<file path="src/rtl/i2s_tx_serializer.sv">
// I2S master transmitter: one-pair holding buffer feeding a Philips-format serializer.
// SCK/WS/SD are generated from clk and are all registered.
module i2s_tx_serializer #(
   parameter int DATA_W  = 24,
   parameter int SLOT_W  = 32,
   parameter int CLK_DIV = 8
) (
   input  logic              clk,
   input  logic              reset_n,
   input  logic              enable,
   input  logic [DATA_W-1:0] left_data,
   input  logic [DATA_W-1:0] right_data,
   input  logic              in_valid,
   output logic              in_ready,
   output logic              i2s_sck,
   output logic              i2s_ws,
   output logic              i2s_sd,
   output logic              frame_start,
   output logic              underrun,
   output logic [15:0]       underrun_cnt
);

   localparam int FRAME_BITS = 2 * SLOT_W;
   localparam int BIT_W      = $clog2(FRAME_BITS);
   localparam int DIV_W      = (CLK_DIV > 1) ? $clog2(CLK_DIV) : 1;

   localparam logic [DIV_W-1:0] DIV_LAST = DIV_W'(CLK_DIV - 1);
   localparam logic [BIT_W-1:0] BIT_ONE  = BIT_W'(1);
   localparam logic [BIT_W-1:0] LAST_B   = BIT_W'(FRAME_BITS - 1);
   localparam logic [BIT_W-1:0] SLOT_B   = BIT_W'(SLOT_W);
   localparam logic [BIT_W-1:0] L_LAST   = BIT_W'(DATA_W);
   localparam logic [BIT_W-1:0] R_FIRST  = BIT_W'(SLOT_W + 1);
   localparam logic [BIT_W-1:0] R_LAST   = BIT_W'(SLOT_W + DATA_W);

   typedef enum logic {ST_IDLE, ST_RUN} state_t;

   state_t              state_reg, state_next;
   logic [DIV_W-1:0]    div_reg, div_next;
   logic [BIT_W-1:0]    bit_reg, bit_next;
   logic                sck_reg, sck_next;
   logic                ws_reg, ws_next;
   logic                sd_reg, sd_next;
   logic [DATA_W-1:0]   left_sr_reg, left_sr_next;
   logic [DATA_W-1:0]   right_sr_reg, right_sr_next;
   logic [DATA_W-1:0]   buf_left_reg, buf_left_next;
   logic [DATA_W-1:0]   buf_right_reg, buf_right_next;
   logic                buf_full_reg, buf_full_next;
   logic                frame_start_reg, frame_start_next;
   logic                underrun_reg, underrun_next;
   logic [15:0]         underrun_cnt_reg, underrun_cnt_next;

   logic                div_tc;
   logic                fall_tick;
   logic                load;
   logic                write;
   logic [BIT_W-1:0]    bit_inc;

   assign div_tc    = (div_reg == DIV_LAST);
   assign fall_tick = (state_reg == ST_RUN) && enable && div_tc && sck_reg;
   assign bit_inc   = (bit_reg == LAST_B) ? '0 : bit_reg + BIT_ONE;
   assign load      = ((state_reg == ST_IDLE) && enable) || (fall_tick && (bit_reg == LAST_B));
   assign write     = in_valid && !buf_full_reg;

   always_ff @(posedge clk or negedge reset_n) begin
      if (!reset_n) state_reg <= ST_IDLE;
      else          state_reg <= state_next;
   end

   always_comb begin
      state_next = state_reg;
      case (state_reg)
         ST_IDLE: if (enable)  state_next = ST_RUN;
         ST_RUN:  if (!enable) state_next = ST_IDLE;
         default:              state_next = ST_IDLE;
      endcase
   end

   always_comb begin
      div_next          = div_reg;
      bit_next          = bit_reg;
      sck_next          = sck_reg;
      ws_next           = ws_reg;
      sd_next           = sd_reg;
      left_sr_next      = left_sr_reg;
      right_sr_next     = right_sr_reg;
      buf_left_next     = buf_left_reg;
      buf_right_next    = buf_right_reg;
      buf_full_next     = buf_full_reg;
      frame_start_next  = 1'b0;
      underrun_next     = 1'b0;
      underrun_cnt_next = underrun_cnt_reg;

      // A write into an empty buffer always lands, even on a load clk (no bypass).
      if (write) begin
         buf_left_next  = left_data;
         buf_right_next = right_data;
         buf_full_next  = 1'b1;
      end else if (load) begin
         buf_full_next  = 1'b0;
      end

      if ((state_reg == ST_IDLE) || !enable) begin
         div_next = '0;
         bit_next = '0;
         sck_next = 1'b0;
         ws_next  = 1'b0;
         sd_next  = 1'b0;
      end else if (div_tc) begin
         div_next = '0;
         sck_next = !sck_reg;
         if (sck_reg) begin
            bit_next = bit_inc;
            ws_next  = (bit_inc >= SLOT_B);
            if ((bit_inc >= BIT_ONE) && (bit_inc <= L_LAST)) begin
               sd_next      = left_sr_reg[DATA_W-1];
               left_sr_next = left_sr_reg << 1;
            end else if ((bit_inc >= R_FIRST) && (bit_inc <= R_LAST)) begin
               sd_next       = right_sr_reg[DATA_W-1];
               right_sr_next = right_sr_reg << 1;
            end else begin
               sd_next = 1'b0;
            end
         end
      end else begin
         div_next = div_reg + DIV_W'(1);
      end

      if (load) begin
         left_sr_next     = buf_full_reg ? buf_left_reg  : '0;
         right_sr_next    = buf_full_reg ? buf_right_reg : '0;
         frame_start_next = 1'b1;
         underrun_next    = !buf_full_reg;
         if (!buf_full_reg && (underrun_cnt_reg != 16'hFFFF))
            underrun_cnt_next = underrun_cnt_reg + 16'd1;
      end
   end

   always_ff @(posedge clk or negedge reset_n) begin
      if (!reset_n) begin
         div_reg          <= '0;
         bit_reg          <= '0;
         sck_reg          <= 1'b0;
         ws_reg           <= 1'b0;
         sd_reg           <= 1'b0;
         left_sr_reg      <= '0;
         right_sr_reg     <= '0;
         buf_left_reg     <= '0;
         buf_right_reg    <= '0;
         buf_full_reg     <= 1'b0;
         frame_start_reg  <= 1'b0;
         underrun_reg     <= 1'b0;
         underrun_cnt_reg <= '0;
      end else begin
         div_reg          <= div_next;
         bit_reg          <= bit_next;
         sck_reg          <= sck_next;
         ws_reg           <= ws_next;
         sd_reg           <= sd_next;
         left_sr_reg      <= left_sr_next;
         right_sr_reg     <= right_sr_next;
         buf_left_reg     <= buf_left_next;
         buf_right_reg    <= buf_right_next;
         buf_full_reg     <= buf_full_next;
         frame_start_reg  <= frame_start_next;
         underrun_reg     <= underrun_next;
         underrun_cnt_reg <= underrun_cnt_next;
      end
   end

   assign in_ready     = !buf_full_reg;
   assign i2s_sck      = sck_reg;
   assign i2s_ws       = ws_reg;
   assign i2s_sd       = sd_reg;
   assign frame_start  = frame_start_reg;
   assign underrun     = underrun_reg;
   assign underrun_cnt = underrun_cnt_reg;

endmodule

</file>
<file path="config.mk">
export PLATFORM = sky130hd
export DESIGN_NAME = i2s_tx_serializer
export DESIGN_NICKNAME = d
export VERILOG_FILES = /design/src/rtl/i2s_tx_serializer.sv
export SDC_FILE = /design/constraint.sdc
export NUM_CORES = 1
export LEC_CHECK = 0
export CAP_MARGIN = 0
export CORE_MARGIN = 3
export CORE_UTILIZATION = 55
export CTS_BUF_LIST = sky130_fd_sc_hd__clkbuf_4 sky130_fd_sc_hd__clkbuf_8
export CTS_CLUSTER_SIZE = 14
export DETAILED_ROUTE_END_ITERATION = 6
export PLACE_DENSITY = 0.87
export SKIP_LAST_GASP = 1
export SYNTH_ARGS = -nofsm -noshare
export SYNTH_HDL_FRONTEND = slang
export SYNTH_SLANG_ARGS = --single-unit
</file>
<file path="constraint.sdc">
create_clock -name clk -period 3.4 [get_ports clk]
set_input_delay 0.68 -clock clk [delete_from_list [all_inputs] [get_ports clk]]
set_output_delay 0.68 -clock clk [all_outputs]
set_load 0.05 [all_outputs]
</file>
==> flow_metrics.tcl <==
set metrics [dict create \
    path_class "reg2reg" \
    drt-vias-per-instance 5.606 \
    synth.top_cell.area_share_pct 55.56 \
    setup_viol 0 \
    final-hold-violation-count 0 \
    power.ir.vdd_worst_v 0.0006420 \
    wl_per_cell_um 16.27 \
    ys_ff_latch 128 \
    die_y_um 108.4 \
    postRouteAntennaNets 0 \
    holdWs_ns 0.3529 \
    rsz0062_at_grt "false" \
    clock-sinks 128 \
    drt-total-wl_um 11620 \
    slew_headroom_pct 42.75 \
    vias 4003 \
    die_area_mm2 0.01175 \
    reg2reg_slack_ns 0.42 \
    cts_setup_buffers 0 \
    drv_cap 0 \
    syn_to_final_growth_pct 22.74 \
    synth-edff-count 0 \
    slew_violations 0 \
    synthCells 497 \
    cts_buffer_depth 2 \
    diodes 0 \
    antenna_found_initial 0 \
    gp_congestion 0.8411 \
    drt-initial-drc-count 230 \
    hpwlAfterDp_um 7529 \
    synth.top_cells.by_count "dfrtp_1 (128), nand2_1 (110), mux2_2 (72)" \
    nets 625 \
    postCtsHoldBufs 0 \
    critical_path_required_ns 3.72 \
    port_buffers 73 \
    timing.fmax_ghz 0.3356 \
    cp_max_fo 24 \
    hp-class "in2async" \
    post_cts_resized 0 \
    tightestPinTransition_ns 0.8587 \
    floorplan.core_area_mm2 0.01000 \
    tns_ns 0 \
    yosysSeqAreaShare_pct 55.56 \
    yosysTopAreaCell "dfrtp_1" \
    grt_usage_pct 21.61 \
    outcome "completed" \
    yosysWarnings 0 \
    htreeDepth 4 \
    drive_gt1_share_pct 25.30 \
    grt_pass1_vias 4127 \
    syn_nets 554 \
    synth.most_common_cell "dfrtp_1" \
    die_w_um 108.4 \
    synth_area_leaders "dfrtp_1 (56%), mux2_2 (14%), nand2_1 (7.2%), o221a_2 (4.3%), o21ai_0 (2.3%)" \
    drcViolationCount 0 \
    powerDensity_mw_per_mm2 682.5 \
    root_buffer "clkbuf_8" \
    leakage_uw 0.003018 \
    synth_cell_types 46 \
    min_period_ns 2.980 \
    synth_ff_type "dfrtp_1" \
    netlist_area_mm2 0.005766 \
    final.period_utilization_pct 87.65 \
    start_util_pct 57.66 \
    fin_skew_ns 0.01370 \
    start_kind "flip-flop" \
    cts_tree "built" \
    arrival_ns 3.30 \
    clk_latency_ns 0.44 \
    rows 36 \
    endpoint_kind "flip-flop" \
    grt-ovfl-total 0 \
    io_pins 74 \
    clk_pin_slew_worst_paths_ns 0.09 \
    syn_area_per_cell_um2 11.60 \
    cts_inserted_buffers 17 \
    async_flop_share_pct 100.0 \
    grt_max_degree 71 \
    dr.pass1.iters 5 \
    grt_pass1_wl_um 19980 \
]
## routing by layer
metal / routed length [um] / vias up / GRT usage (%) / part of all wire [%]
li1: - / 1887 / - / -
met1: 5164 / 1983 / 29.09 / 44
met2: 5699 / 112 / 34.68 / 49
met3: 537 / 21 / 4.716 / 4.6
met4: 218 / 0 / 8.025 / 1.9
met5: 0 / - / 0 / 0
## final timing paths
check,endpoint,startpoint,depth (start not counted)
worst max-delay path,left_sr_reg[18]$_DFFE_PN0P_,bit_reg[0]$_DFFE_PN0P_,6
worst min-delay path,buf_left_reg[3]$_DFFE_PN0P_,reset_n,1
worst max register to register,left_sr_reg[18]$_DFFE_PN0P_,bit_reg[0]$_DFFE_PN0P_,6
worst min register to register,div_reg[0]$_DFF_PN0_,div_reg[0]$_DFF_PN0_,1
max in group asynchronous,right_sr_reg[9]$_DFFE_PN0P_,reset_n,2
min in group clk,div_reg[0]$_DFF_PN0_,div_reg[0]$_DFF_PN0_,1
## layout make-up
| class | count | area [um2] |
|---|---|---|
| timing repair buffer | 81 | 813.3 |
| fill | 700 | 2923 |
| sequential | 128 | 3204 |
| multi-input combinational | 332 | 2399 |
| tap | 133 | 166.4 |
| clock inverter | 15 | 230.2 |
| inverter | 8 | 30.03 |
| clock buffer | 17 | 234.0 |
## cells in the final DEF (no fill, tap or decap), types with 2 or more instances in the layout
cell type        synthesis  final
and3_1                   4      4
o21ai_0                 27     27
nor2b_1                  4      3
inv_6                    0      4
buf_4                    3      7
inv_1                    7      7
clkinv_2                 0      2
clkbuf_8                 0     17
a21oi_1                  6      6
o21bai_1                 2      2
mux2_2                  72     72
xor2_1                   5      5
nand2_1                110    110
nand4_1                  7      7
nor2_1                  12     12
clkinvlp_4               0      2
nand3_1                 12     12
buf_12                   0      2
ha_1                     5      5
dfrtp_1                128    127
nand3_2                  2      2
o221a_2                 22     22
and4_1                   3      3
nor3_1                   2      2
clkdlybuf4s50_1          0     72
xnor2_1                 15     15
bufinv_16                0      5
and2_1                   2      2
## kinds of logic after synthesis
| group | after synthesis | synth area share, % |
|---|---|---|
| DFF | 128 | 55.56 |
| AOI/OAI and AO/OA | 71 | 10.61 |
| and+or+nand+nor | 164 | 12.67 |
| buffers and inverters | 37 | 2.973 |
| muxes | 72 | 14.06 |
| xor gates and xnor gates | 20 | 3.038 |
| adders and majority gates | 5 | 1.085 |
## report_power, final
part	switching [uW]	total (uW)	internal (uW)
registers	292	2260	1960
logic	485	1050	564
clock network	638	1520	885
## critical path, stage by stage (launching register included)
cell and delay (ns):
dfrtp_1 0.48, ha_1 0.45, a21oi_1 0.13, o21ai_0 0.39, nand3_1 0.24, a31oi_4 0.74, mux2_2 0.42
## metrics by stage
stage | cells | utilization (%) | area, um2 | setup slack [ns] | power (uW)
2_1_floorplan | 497 | - | 5766 | 1.031 | 2965
3_3_place_gp | 682 | 66.13 | 6613 | 0.4659 | 3258
3_5_place_dp | 682 | 66.13 | 6613 | 0.4010 | 3331
4_1_cts | 714 | 70.77 | 7077 | 0.4722 | 4869
5_1_grt | 714 | 70.77 | 7077 | 0.2663 | 5104
6_report | 714 | 70.77 | 7077 | 0.4198 | 4830
Note: power is estimated with default switching activity, not from simulation.
